<file path="src/rtl/sigma_board_pkg.sv">
// sigma_board_pkg: board-level constants shared by NEXYS4-DDR glue logic.
//   SW_DEBOUNCE_CYCLES_100M : switch debounce window for the 100 MHz system clock (10 ms)
//   SW_DEBOUNCE_CYCLES_SIM  : short debounce window for simulation builds
//   db_state_e              : per-bit debouncer state, IDLE (s2 == db) / PEND (s2 != db, counting)
package sigma_board_pkg;

  localparam int unsigned SW_DEBOUNCE_CYCLES_100M = 1000000;
  localparam int unsigned SW_DEBOUNCE_CYCLES_SIM  = 8;

  typedef enum logic {
    DB_IDLE = 1'b0,
    DB_PEND = 1'b1
  } db_state_e;

endpackage

</file>
<file path="src/rtl/sw_debounce_bit.sv">
// sw_debounce_bit: one switch bit -- 2-flop synchronizer, stability counter,
// IDLE/PEND state machine and registered rise/fall strobes.
//   clk_i   in  system clock
//   rstn_i  in  synchronous active-low reset
//   raw_i   in  asynchronous switch pin
//   sw_o    out debounced level (registered)
//   rise_o  out one-cycle pulse in the cycle sw_o first shows 1
//   fall_o  out one-cycle pulse in the cycle sw_o first shows 0
// STABLE_CYCLES must be >= 2.
module sw_debounce_bit
  import sigma_board_pkg::*;
#(
  parameter int unsigned STABLE_CYCLES = SW_DEBOUNCE_CYCLES_100M,
  parameter logic        RESET_VAL     = 1'b0
) (
  input  logic clk_i,
  input  logic rstn_i,
  input  logic raw_i,
  output logic sw_o,
  output logic rise_o,
  output logic fall_o
);

  localparam int CNT_W = $clog2(STABLE_CYCLES);
  localparam logic [CNT_W-1:0] CNT_LAST = CNT_W'(STABLE_CYCLES - 1);

  logic             s1;
  logic             s2;
  db_state_e        state;
  db_state_e        state_nxt;
  logic [CNT_W-1:0] cnt;
  logic [CNT_W-1:0] cnt_nxt;
  logic             db_nxt;
  logic             rise_nxt;
  logic             fall_nxt;
  logic             mismatch;
  logic             done;

  assign mismatch = s2 ^ sw_o;
  assign done     = (cnt == CNT_LAST);

  // Synchronizer; cleared on reset so the fill is repeated after reset.
  always_ff @(posedge clk_i) begin
    if (!rstn_i) begin
      s1 <= RESET_VAL;
      s2 <= RESET_VAL;
    end else begin
      s1 <= raw_i;
      s2 <= s1;
    end
  end

  // State register plus the registered datapath (counter, level, strobes).
  always_ff @(posedge clk_i) begin
    if (!rstn_i) begin
      state  <= DB_IDLE;
      cnt    <= '0;
      sw_o   <= RESET_VAL;
      rise_o <= 1'b0;
      fall_o <= 1'b0;
    end else begin
      state  <= state_nxt;
      cnt    <= cnt_nxt;
      sw_o   <= db_nxt;
      rise_o <= rise_nxt;
      fall_o <= fall_nxt;
    end
  end

  // Next state.
  always_comb begin
    state_nxt = state;
    case (state)
      DB_IDLE: if (mismatch) state_nxt = DB_PEND;
      DB_PEND: if (!mismatch || done) state_nxt = DB_IDLE;
      default: state_nxt = DB_IDLE;
    endcase
  end

  // Datapath next values. In IDLE cnt is always 0, and because
  // STABLE_CYCLES >= 2 the first mismatching cycle can never complete the count.
  always_comb begin
    cnt_nxt  = '0;
    db_nxt   = sw_o;
    rise_nxt = 1'b0;
    fall_nxt = 1'b0;
    case (state)
      DB_IDLE: begin
        if (mismatch) cnt_nxt = CNT_W'(1);
      end
      DB_PEND: begin
        if (mismatch && done) begin
          db_nxt   = s2;
          rise_nxt = s2;
          fall_nxt = ~s2;
        end else if (mismatch) begin
          cnt_nxt = cnt + CNT_W'(1);
        end
      end
      default: cnt_nxt = '0;
    endcase
  end

endmodule

</file>
<file path="src/rtl/sw_debounce.sv">
// sw_debounce: per-bit synchronizer/debouncer for the board slide switches.
//   clk_i      in  system clock (PLL output), the only clock
//   rstn_i     in  synchronous active-low reset
//   raw_i      in  [WIDTH] asynchronous switch pins
//   sw_o       out [WIDTH] debounced switch levels
//   rise_o     out [WIDTH] one-cycle pulse when a sw_o bit goes 0->1
//   fall_o     out [WIDTH] one-cycle pulse when a sw_o bit goes 1->0
//   any_chg_o  out OR of all rise/fall strobes
// A level change is accepted once the synchronized pin has disagreed with
// sw_o for STABLE_CYCLES consecutive cycles (STABLE_CYCLES >= 2).
module sw_debounce
  import sigma_board_pkg::*;
#(
  parameter int unsigned      WIDTH         = 16,
  parameter int unsigned      STABLE_CYCLES = SW_DEBOUNCE_CYCLES_100M,
  parameter logic [WIDTH-1:0] RESET_VAL     = '0
) (
  input  logic             clk_i,
  input  logic             rstn_i,
  input  logic [WIDTH-1:0] raw_i,
  output logic [WIDTH-1:0] sw_o,
  output logic [WIDTH-1:0] rise_o,
  output logic [WIDTH-1:0] fall_o,
  output logic             any_chg_o
);

  for (genvar i = 0; i < WIDTH; i++) begin : g_bit
    sw_debounce_bit #(
      .STABLE_CYCLES(STABLE_CYCLES),
      .RESET_VAL    (RESET_VAL[i])
    ) u_bit (
      .clk_i (clk_i),
      .rstn_i(rstn_i),
      .raw_i (raw_i[i]),
      .sw_o  (sw_o[i]),
      .rise_o(rise_o[i]),
      .fall_o(fall_o[i])
    );
  end

  // Strobes are flops, so this is a pure OR of registered signals.
  assign any_chg_o = |(rise_o | fall_o);

endmodule
</file>
<file path="config.mk">
export PLATFORM = sky130hd
export DESIGN_NAME = sw_debounce
export DESIGN_NICKNAME = d
export VERILOG_FILES = /design/src/rtl/sigma_board_pkg.sv /design/src/rtl/sw_debounce_bit.sv /design/src/rtl/sw_debounce.sv
export SDC_FILE = /design/constraint.sdc
export NUM_CORES = 1
export LEC_CHECK = 0
export CAP_MARGIN = 20
export CELL_PAD_IN_SITES_DETAIL_PLACEMENT = 0
export CELL_PAD_IN_SITES_GLOBAL_PLACEMENT = 1
export CORE_MARGIN = 2
export CORE_UTILIZATION = 44
export CTS_BUF_LIST = sky130_fd_sc_hd__clkbuf_4
export DETAILED_ROUTE_END_ITERATION = 6
export GPL_ROUTABILITY_DRIVEN = 0
export PLACE_DENSITY_LB_ADDON = 0.1
export SETUP_SLACK_MARGIN = 0.05
export SLEW_MARGIN = 20
export SYNTH_ARGS = -nofsm -noshare
export SYNTH_HDL_FRONTEND = slang
export SYNTH_SLANG_ARGS = --single-unit
export TNS_END_PERCENT = 5
</file>
<file path="constraint.sdc">
create_clock -name clk_i -period 1.9 [get_ports clk_i]
set_input_delay 0.285 -clock clk_i [delete_from_list [all_inputs] [get_ports clk_i]]
set_output_delay 0.285 -clock clk_i [all_outputs]
set_load 0.02 [all_outputs]
</file>
Word-level counts from Yosys, hierarchy flattened
Index checks and enable logic that the tools add are counted.
{"block": "word_totals", "in_bits": 18, "regBits": 416, "word_cells": 386}
{"block": "classes", "mux": 112, "add_sub_neg": 16, "n_reduce_logical": 81, "bitwise": 49, "eq_ne": 16}
{"cell": "$mux W20", "n": 32}
{"cell": "$pmux W20 S2", "n": 16}
{"cell": "$add A20 B1 Y20 const B", "n": 16}
{"cell": "$eq A20 B20 Y1 const B", "n": 16}
{"cell": "$mux W1", "n": 48}
{"cell": "$reduce_and A3 Y1", "n": 16}
{"cell": "$not A1 Y1", "n": 32}
{"cell": "$pmux W1 S2", "n": 16}
{"cell": "$reduce_and A2 Y1", "n": 16}
{"cell": "$logic_and A1 B1 Y1", "n": 16}
{"cell": "$logic_not A1 Y1", "n": 16}
{"cell": "$logic_or A1 B1 Y1", "n": 16}
{"cell": "$or A16 B16 Y16", "n": 1}
{"cell": "$reduce_or A16 Y1", "n": 1}
{"cell": "$xor A1 B1 Y1", "n": 16}

Longest topological paths before layout
Gate-level depths: netlist of run 1.
{"block": "depth", "depth_word": 5, "depth_mapped": 7, "ltp_nobuf": 5}

Modules after synthesis
Synthesis of run 1 repeated with hierarchy kept, for this count alone.
{"block": "hier_totals", "hier_cells": 1982, "area_unflattened_um2": 18470.2}
{"module": "sw_debounce_bit (g_bit[0].u_bit ...)", "n_inst": 15, "area_each_um2": 1151.1, "cells_per_inst": 123, "seq_area_each_um2": 520.5}
{"module": "sw_debounce_bit (g_bit[9].u_bit)", "n_inst": 1, "area_each_um2": 1128.6, "cells_per_inst": 126, "seq_area_each_um2": 520.5}
{"module": "sw_debounce", "n_inst": 1, "area_each_um2": 75.1, "cells_per_inst": 11, "seq_area_each_um2": 0.0}

Worst setup path after synthesis of run 1
No wires, ideal clock.
{"block": "synth_path", "path_type": "reg2reg", "startpoint": "register g_bit[14].u_bit.cnt[6]", "endpoint": "register g_bit[14].u_bit.cnt[10]", "setup_ns": 0.117, "period_less_slack_ns": 2.071, "t_arrival_ns": 1.953, "required_ns": 1.783, "path_stages_with_launch": 7, "slack_ns": -0.171, "cell_sequence": "dfxtp_1 > or4_1 > or4_1 > clkbuf_1 > o21bai_4 > buf_2 > nor2_1"}
{"block": "synth_via", "elab_chain_cells": 4}
{"element": "start: declaration", "line_no": "sw_debounce_bit.sv:31", "text": "logic [CNT_W-1:0] cnt;"}
{"element": "start signal: assignment", "line_no": "sw_debounce_bit.sv:63", "text": "cnt <= cnt_nxt;"}
{"element": "$add A20 B1 Y20 or $eq A20 B20 Y1 (tied branches)", "line_no": "sw_debounce_bit.sv:97, sw_debounce_bit.sv:40"}
{"element": "$mux W20 or $logic_and A1 B1 Y1 (tied branches)", "line_no": "sw_debounce_bit.sv:96, sw_debounce_bit.sv:92"}
{"element": "$mux W20 *", "line_no": "sw_debounce_bit.sv:92", "text": "if (mismatch && done) begin"}
{"element": "$pmux W20 S2 *", "line_no": "sw_debounce_bit.sv:87", "text": "case (state)"}
Every way passes the cells marked *; elsewhere a longest branch is shown, timed or not.
A chain may end at the register's enable or synchronous reset.

Final worst setup path of run 1
{"block": "layout_path", "startpoint": "register g_bit[5].u_bit.rise_o", "endpoint": "output any_chg_o"}
{"block": "layout_via", "elab_chain_cells": 2}
{"element": "start: declaration", "line_no": "sw_debounce_bit.sv:20", "text": "output logic rise_o,"}
{"element": "start signal: assignment", "line_no": "sw_debounce_bit.sv:65", "text": "rise_o <= rise_nxt;"}
{"element": "$or A16 B16 Y16", "line_no": "sw_debounce.sv:42", "text": "assign any_chg_o = |(rise_o | fall_o);"}
{"element": "$reduce_or A16 Y1", "line_no": "sw_debounce.sv:42"}
{"element": "end: declaration", "line_no": "sw_debounce.sv:24", "text": "output logic any_chg_o"}
Every way passes these cells.

==> results_tabular.tex, run 1 <==
\begin{tabular}{lr}
\hline
Metric & Value \\
\hline
\multicolumn{2}{l}{\textbf{Run status}} \\
Result of the run & complete, but fails checks \\
Violations in the final reports & negative setup slack \\
\multicolumn{2}{l}{\textbf{Critical path}} \\
Maximum net fanout on the critical path & 2 \\
Register-to-register path setup slack & -0.12 ns \\
Critical Path Source Type & flip-flop \\
Worst reg2reg startpoint & g\_bit[10].u\_bit.cnt[7]\$\_SDFF\_PP0\_ \\
Worst setup path start & g\_bit[5].u\_bit.rise\_o\$\_SDFF\_PN0\_ \\
Slowest stage cell, crit path & dfxtp\_2 \\
Critical setup path kind & flip-flop to primary output \\
Nature of the critical path endpoint & primary output \\
Arrival time worst endpoint & 2.24 ns \\
End of the critical path & any\_chg\_o \\
Worst reg2reg path depth & 6 \\
Required time of the critical path & 1.62 ns \\
Cell chain of the critical path & nor4\_4, buf\_4, nand4\_1, or2\_4, buf\_6 \\
Worst flop-to-flop path endpoint & g\_bit[10].u\_bit.cnt[18]\$\_SDFF\_PP0\_ \\
Worst stage delay on the critical path & 0.33 ns \\
\multicolumn{2}{l}{\textbf{Cells and area}} \\
Share of layout cells above drive strength 1 & approximately 24\% \\
Finished Core Util & 55.7\% \\
Layout Cell Area excl Fill & 22800 sq um \\
Area Overhead vs Synth & 25.0\% \\
Total Nets Final & $\sim$2.5k \\
\multicolumn{2}{l}{\textbf{Drt}} \\
Total detailed-routing wirelength & between 40000 and 50000 microns \\
Via total after detailed routing & 15.6k \\
Antenna Violating Nets Remaining & 0 \\
Number of violations reported at the end of detailed-routing iteration 0 & 604 \\
DRT Pass-1 Iters & 5 \\
DRC errors left & 0 \\
DR WL/cell & 13.6 microns \\
Per-cell via count in the routed design & about 5.1 \\
\multicolumn{2}{l}{\textbf{Power}} \\
Power per Cell Area & 742 nW/um\^{}2 \\
Leak & around 0.0078 uW \\
Worst VDD drop & about 0.43 mV \\
\multicolumn{2}{l}{\textbf{CTS}} \\
CTS Buf Count & 112 \\
H-tree depth & 3 \\
Root Buffer Master & clkbuf\_4 \\
Worst-Skew Late Latency & 0.80 ns \\
Clock transition at the registers of the reported paths & 0.06 ns \\
Worst-case clock buffer depth & 3 \\
TritonCTS clock tree & done \\
Num Clock Sinks & around 420 \\
\multicolumn{2}{l}{\textbf{Timing}} \\
Setup-failing EPs final & 103 \\
Period minus WS final & 2.53 ns \\
Max\_slew headroom & 64.3\% \\
Unrepaired setup endpoints after global routing & true \\
Highest achievable clock rate & 396 MHz \\
Measured slew at the worst slew-check pin & 0.527 ns \\
Max Clock Skew & 0.0203 ns \\
Period Utilization, post-route & 133\% \\
Final worst setup slack & -0.626 ns \\
Max-slew violation count & 0 \\
Final hold violation count & 0 \\
\multicolumn{2}{l}{\textbf{Synth}} \\
Predominant post-synthesis flop cell & dfxtp\_1 \\
Number of enable-type register cells in the synthesized netlist & 0 \\
Sequential share of the synthesized area & between 40\% and 50\% \\
Mapped Cells & 2084 \\
Area share of the leading cell type in the synthesized netlist & 45.7\% \\
Synth warn & 0 \\
Post-synth design cell area & between 15000 and 20000 sq um \\
Ys async rst share & 0\% \\
Synthesized area per cell & 8.74 sq um \\
Flops \& latches, synth & 416 \\
Commonest cells in the netlist & 416 x dfxtp\_1, 242 x nor2\_1, 129 x a21oi\_1 \\
Net count after synthesis & 2118 \\
Cell taking the most area after synthesis & dfxtp\_1 \\
Area contributors post-synth & dfxtp\_1 46\%, xnor2\_1 6.0\%, nor2\_1 5.0\%, xor2\_1 4.0\%, a21oi\_1 3.5\% \\
Library cells used by synthesis & 54 \\
Most frequent cell after synthesis & dfxtp\_1 \\
\multicolumn{2}{l}{\textbf{Floorplan}} \\
Core Area & 40800 sq um \\
Die Height & 207 microns \\
Die width & 207 microns \\
Count of boundary I/O pins & 67 \\
Total die area & 43000 sq um \\
Effective utilization at floorplan & roughly 45\% \\
Placement row count & 74 \\
\multicolumn{2}{l}{\textbf{GRT}} \\
Initial antenna violation count & 1 \\
All-Layer GR Usage & 19.3\% \\
Wire length of the first global-routing pass & 70900 microns \\
Vias in the first global route & 15.4k \\
Total gr overflow & 0 \\
Maximum number of pins on one net before global-route repair & 33 \\
\multicolumn{2}{l}{\textbf{Place}} \\
Count of buffers from port buffering & 66 \\
Post-Place Cell Area & around 21000 sq um \\
Detailed placer's ending HPWL & about 29000 microns \\
\multicolumn{2}{l}{\textbf{Hold path}} \\
Worst Hold Class & input pin to flip-flop \\
\multicolumn{2}{l}{\textbf{Flow run}} \\
MaxCap Viol Count & 0 \\
\hline
\end{tabular}
[power by group]
| part | internal [uW] | total, uW | switching, uW |
|---|---|---|---|
| sequential | 8770 | 8810 | 36.4 |
| clock | 4240 | 7880 | 3640 |
| combinational | 104 | 198 | 94.3 |
[kinds of logic after synthesis]
kind of cell             after synthesis  synth area share, %
AO/OA/AOI/OAI                        272                 9.00
XOR/XNOR                             207                 9.96
multiplexers                           4                0.220
buffers and inverters                194                 5.09
adder cells (fa/ha/maj)               16                 1.10
flip-flops                           416                 45.7
AND/OR/NAND/NOR                      975                 28.9
[worst max-delay path: cells and delay by family (launching register included)]
kind | cells | cell delay, ns
simple gates | 3 | 0.83
buf+inv | 2 | 0.29
flops | 1 | 0.33
[repair_timing]
item | in CTS | in global routing
buffers inserted | 0 | 0
pin swaps | 18 | 22
hold buffers | 12 | 0
setup endpoints to repair | 232 | 255
resized for setup | 198 | 67
endpoints found under the hold margin | 36 | 0
[cells in the final DEF, fill, tap and decap left out, types with 6 or more instances in the layout]
master and instances:
or2_2 13, nor4_1 50, buf_12 10, and2_1 43, clkdlybuf4s50_1 16, or3_1 59
o31ai_1 40, clkdlybuf4s15_2 6, dfxtp_1 386, buf_4 257, o21bai_1 11, inv_1 82
nor4b_1 11, clkbuf_4 174, nor2b_1 8, buf_2 20, a21oi_2 6, and4_1 21
xnor2_1 124, nor4_2 6, or4_4 19, nand3_1 105, a21oi_1 122, and3_1 48
dfxtp_2 29, xor2_1 83, o21ai_0 59, nor2_2 6, nor2_1 234, nand2_1 126
nand4_1 84, dlygate4sd3_1 12, nor3_1 37, ha_1 14, clkinv_1 19, or4_1 49
[worst min-delay path by stage]
stage	slack, ns	from	cells after the start	endpoint
after floorplan	0.41	g_bit[0].u_bit.s1$_SDFF_PN0_	1	g_bit[0].u_bit.s2$_SDFF_PN0_
after global placement	0.42	g_bit[11].u_bit.s1$_SDFF_PN0_	1	g_bit[11].u_bit.s2$_SDFF_PN0_
after detailed placement	0.42	g_bit[13].u_bit.s1$_SDFF_PN0_	1	g_bit[13].u_bit.s2$_SDFF_PN0_
after CTS	0.009	raw_i[4]	2	g_bit[4].u_bit.s1$_SDFF_PN0_
after global routing	0.01	raw_i[4]	2	g_bit[4].u_bit.s1$_SDFF_PN0_
final	0.10	raw_i[4]	2	g_bit[4].u_bit.s1$_SDFF_PN0_
[per-layer routing]
| metal | vias to the layer above | routed length, microns | GRT usage, % |
|---|---|---|---|
| met4 | 0 | 1130 | 7.81 |
| met2 | 204 | 19000 | 31.5 |
| li1 | 8081 | - | - |
| met1 | 7213 | 19500 | 24.4 |
| met3 | 82 | 1660 | 4.81 |
| met5 | - | 0 | 0 |
[through the flow]
stage / hold slack [ns] / total power [uW] / setup WS, ns / instances / setup TNS (ns)
6_report: 0.104 / 16900 / -0.626 / 3032 / -6.71
5_1_grt: 0.0134 / 17700 / -0.758 / 3032 / -13.51
4_1_cts: 0.00881 / 17300 / -0.802 / 3031 / -7.08
3_5_place_dp: 0.424 / 9180 / -0.452 / 2823 / -18.51
3_3_place_gp: 0.417 / 9180 / -0.512 / 2823 / -14.02
2_1_floorplan: 0.412 / 9080 / -0.149 / 2084 / -9.74
[layout make-up]
type,count,area (sq um)
Antenna cell,1,2.50
Sequential cell,416,8370
Clock inverter,22,110
Tap cell,532,666
Fill cell,3853,18100
Multi-Input combinational cell,1474,9320
Inverter,83,312
Timing Repair Buffer,330,2670
Clock buffer,174,1310
[flip-flops by register name, summed over array words and instances (netlist names)]
| name | count |
|---|---|
| g_bit.u_bit.cnt | 320 |
| g_bit.u_bit.fall_o | 16 |
| g_bit.u_bit.rise_o | 16 |
| g_bit.u_bit.s1 | 16 |
| g_bit.u_bit.s2 | 16 |
| g_bit.u_bit.state | 16 |
| g_bit.u_bit.sw_o | 16 |
Note: power is estimated with default switching activity, not from simulation.
==> inputs of run 2 (changes only) <==
- PLACE_DENSITY_LB_ADDON: 0.1 -> 0.2
==> results_tabular.tex, run 2 (same netlist as run 1, synthesis figures left out) <==
\begin{tabular}{lr}
\hline
Metric & Value \\
\hline
\multicolumn{2}{l}{\textbf{CTS}} \\
Num Clock Sinks & 416 (unchanged) \\
Post-CTS Setup Repair Bufs & 0 (unchanged) \\
Worst-case clock buffer depth & 3 (unchanged) \\
Root Buffer Master & clkbuf\_4 (unchanged) \\
Worst-Skew Late Latency & 0.81 ns (was 0.80 ns) \\
H-tree depth & 3 (unchanged) \\
CTS Buf Count & 111 (was 112) \\
TritonCTS clock tree & done (unchanged) \\
Clock transition at the registers of the reported paths & 0.06 ns (about the same) \\
\multicolumn{2}{l}{\textbf{Critical path}} \\
Most repeated library cell on the critical path & buf\_6 \\
CP Buf/Inv Count & 3 (was 2) \\
Cell family with most CP delay & simple AND/OR/NAND/NOR gates (unchanged) \\
Worst stage delay on the critical path & 0.34 ns (was 0.33 ns) \\
Arrival time worst endpoint & 2.21 ns (was 2.24 ns) \\
Cell chain of the critical path & nor4\_4, buf\_4, nand4\_1, buf\_6, or2\_4, buf\_6 (was nor4\_4, buf\_4, nand4\_1, or2\_4, buf\_6) \\
Required time of the critical path & 1.62 ns (about the same) \\
Critical Path Source Type & flip-flop (unchanged) \\
Slowest stage cell, crit path & dfxtp\_2 (unchanged) \\
Critical setup path kind & flip-flop to primary output (unchanged) \\
Maximum net fanout on the critical path & 2 (unchanged) \\
Nature of the critical path endpoint & primary output (unchanged) \\
\multicolumn{2}{l}{\textbf{Floorplan}} \\
Placement row count & 74 (unchanged) \\
Count of boundary I/O pins & 67 (unchanged) \\
Die Height & 207 microns (unchanged) \\
Total die area & 43000 sq um (unchanged) \\
Core Area & 40800 sq um (unchanged) \\
Effective utilization at floorplan & 44.6\% (unchanged) \\
Die width & 207 microns (unchanged) \\
\multicolumn{2}{l}{\textbf{Cells and area}} \\
Flip-flop count of the largest register after layout & 320 (unchanged) \\
Top library cells by usage in the layout, fill and taps aside & 394 x dfxtp\_1, 244 x buf\_4, 237 x nor2\_1 (was 386 x dfxtp\_1, 257 x buf\_4, 234 x nor2\_1) \\
Total Nets Final & 2442 (was 2451) \\
Share of layout cells above drive strength 1 & 23.0\% (was 24.2\%) \\
Largest Register & g\_bit.u\_bit.cnt (unchanged) \\
Area Overhead vs Synth & 24.1\% (was 25.0\%) \\
Most frequent standard cell in the layout excluding fill and tap cells & dfxtp\_1 (unchanged) \\
\multicolumn{2}{l}{\textbf{GRT}} \\
Vias in the first global route & 14.7k (was 15.4k) \\
Total gr overflow & 0 (unchanged) \\
Maximum number of pins on one net before global-route repair & 41 (was 33) \\
Wire length of the first global-routing pass & 68100 microns (was 70900 microns) \\
All-Layer GR Usage & 18.4\% (was 19.3\%) \\
Initial antenna violation count & 1 (unchanged) \\
\multicolumn{2}{l}{\textbf{Place}} \\
Worst-case setup slack after placement & -0.285 ns (was -0.452 ns) \\
Count of buffers from port buffering & 66 (unchanged) \\
Detailed placer's ending HPWL & 28000 microns (was 28900 microns) \\
\multicolumn{2}{l}{\textbf{Timing}} \\
Measured slew at the worst slew-check pin & 0.468 ns (was 0.527 ns) \\
Setup-failing EPs final & 49 (was 103) \\
Highest achievable clock rate & 401 MHz (was 396 MHz) \\
Period Utilization, post-route & 131\% (was 133\%) \\
Period minus WS final & 2.49 ns (was 2.53 ns) \\
Unrepaired setup endpoints after global routing & true (unchanged) \\
Max-slew violation count & 0 (unchanged) \\
Final worst setup slack & -0.593 ns (was -0.626 ns) \\
Min Hold Slack & 0.0996 ns (was 0.104 ns) \\
Final hold violation count & 0 (unchanged) \\
Max Clock Skew & 0.0288 ns (was 0.0203 ns) \\
Max\_slew headroom & 68.6\% (was 64.3\%) \\
\multicolumn{2}{l}{\textbf{Drt}} \\
DRC errors left & 0 (unchanged) \\
Antenna Violating Nets Remaining & 0 (unchanged) \\
DR WL/cell & 13.3 microns (was 13.6 microns) \\
DRT Pass-1 Iters & 5 (unchanged) \\
Total detailed-routing wirelength & 40000 microns (was 41300 microns) \\
Via total after detailed routing & 15.4k (was 15.6k) \\
Number of violations reported at the end of detailed-routing iteration 0 & 632 (was 604) \\
Per-cell via count in the routed design & 5.10 (was 5.14) \\
\multicolumn{2}{l}{\textbf{Power}} \\
Overall power consumption & 16700 uW (was 16900 uW) \\
Worst VDD drop & 0.436 mV (was 0.429 mV) \\
Power per Cell Area & 739 nW/um\^{}2 (was 742 nW/um\^{}2) \\
Leak & 0.00773 uW (was 0.00782 uW) \\
\multicolumn{2}{l}{\textbf{Flow run}} \\
MaxCap Viol Count & 0 (unchanged) \\
\multicolumn{2}{l}{\textbf{Run status}} \\
Result of the run & complete, but fails checks (unchanged) \\
Violations in the final reports & negative setup slack (unchanged) \\
\multicolumn{2}{l}{\textbf{Hold path}} \\
Worst Hold Class & input pin to flip-flop (unchanged) \\
\hline
\end{tabular}
==> run 2: cell types whose count changed in the layout (fill, tap and decap cells not counted), moves of 5 or more <==
cell and change:
buf_4 -13, clkbuf_4 -10, dfxtp_1 +8, dfxtp_2 -7, clkbuf_2 +5, nor2_2 -5
nor4_1 +5
==> run 2: path summary, 6_finish.rpt <==
path | slack [ns] | endpoint | from | depth (start not counted)
setup / recovery | -0.59 | any_chg_o | g_bit[4].u_bit.fall_o$_SDFF_PN0_ | 6
hold / removal | 0.1 | g_bit[9].u_bit.s1$_SDFF_PN0_ | raw_i[9] | 2
setup reg to reg | -0.12 | g_bit[10].u_bit.sw_o$_SDFFE_PN0P_ | g_bit[10].u_bit.cnt[15]$_SDFF_PP0_ | 4
hold reg to reg | 0.42 | g_bit[6].u_bit.s2$_SDFF_PN0_ | g_bit[6].u_bit.s1$_SDFF_PN0_ | 1
==> run 2: power breakdown <==
part | internal (uW) | switching, uW
logic | 105 | 88.9
clock network | 4160 | 3540
registers | 8770 | 36.4
==> run 2: through the flow <==
stage          TNS, ns  area, sq um  utilization, %  std cells
6_report         -3.66        22600            55.4       3016
5_1_grt          -7.89        22600            55.4       3016
4_1_cts          -3.86        22400            55.0       3014
3_5_place_dp    -13.60        20900            51.1       2812
3_3_place_gp    -11.00        20900            51.1       2812
2_1_floorplan    -9.74        18300               -       2084
==> run 2: final cells by class <==
| cell class | instances | area, sq um |
|---|---|---|
| well taps | 532 | 666 |
| multi-input cells | 1474 | 9250 |
| flip-flops and latches | 416 | 8360 |
| fillers | 3833 | 18200 |
| repair buffers | 322 | 2640 |
| clock inverters | 24 | 144 |
| inverters | 83 | 312 |
| clock buffers | 164 | 1230 |
| diodes | 1 | 2.50 |
==> run 2: routing by layer <==
metal,GRT usage [%],part of all wire [%]
met5,0,0
met4,5.91,1.7
met3,4.21,3.5
met2,30.4,47
met1,24.0,48
==> run 2: repair_timing <==
item,4_1_cts,5_1_grt
gates resized for setup,158,70
hold buffers,14,1
setup endpoints to repair,232,230
pin swaps,11,13
hold endpoints to repair,73,1
==> run 2: worst register-to-register path, stage by stage, from the launching register on <==
cell and delay, ns:
dfxtp_1 0.32, or4b_4 0.54, or4_4 0.55, or4_4 0.43
a21oi_2 0.13
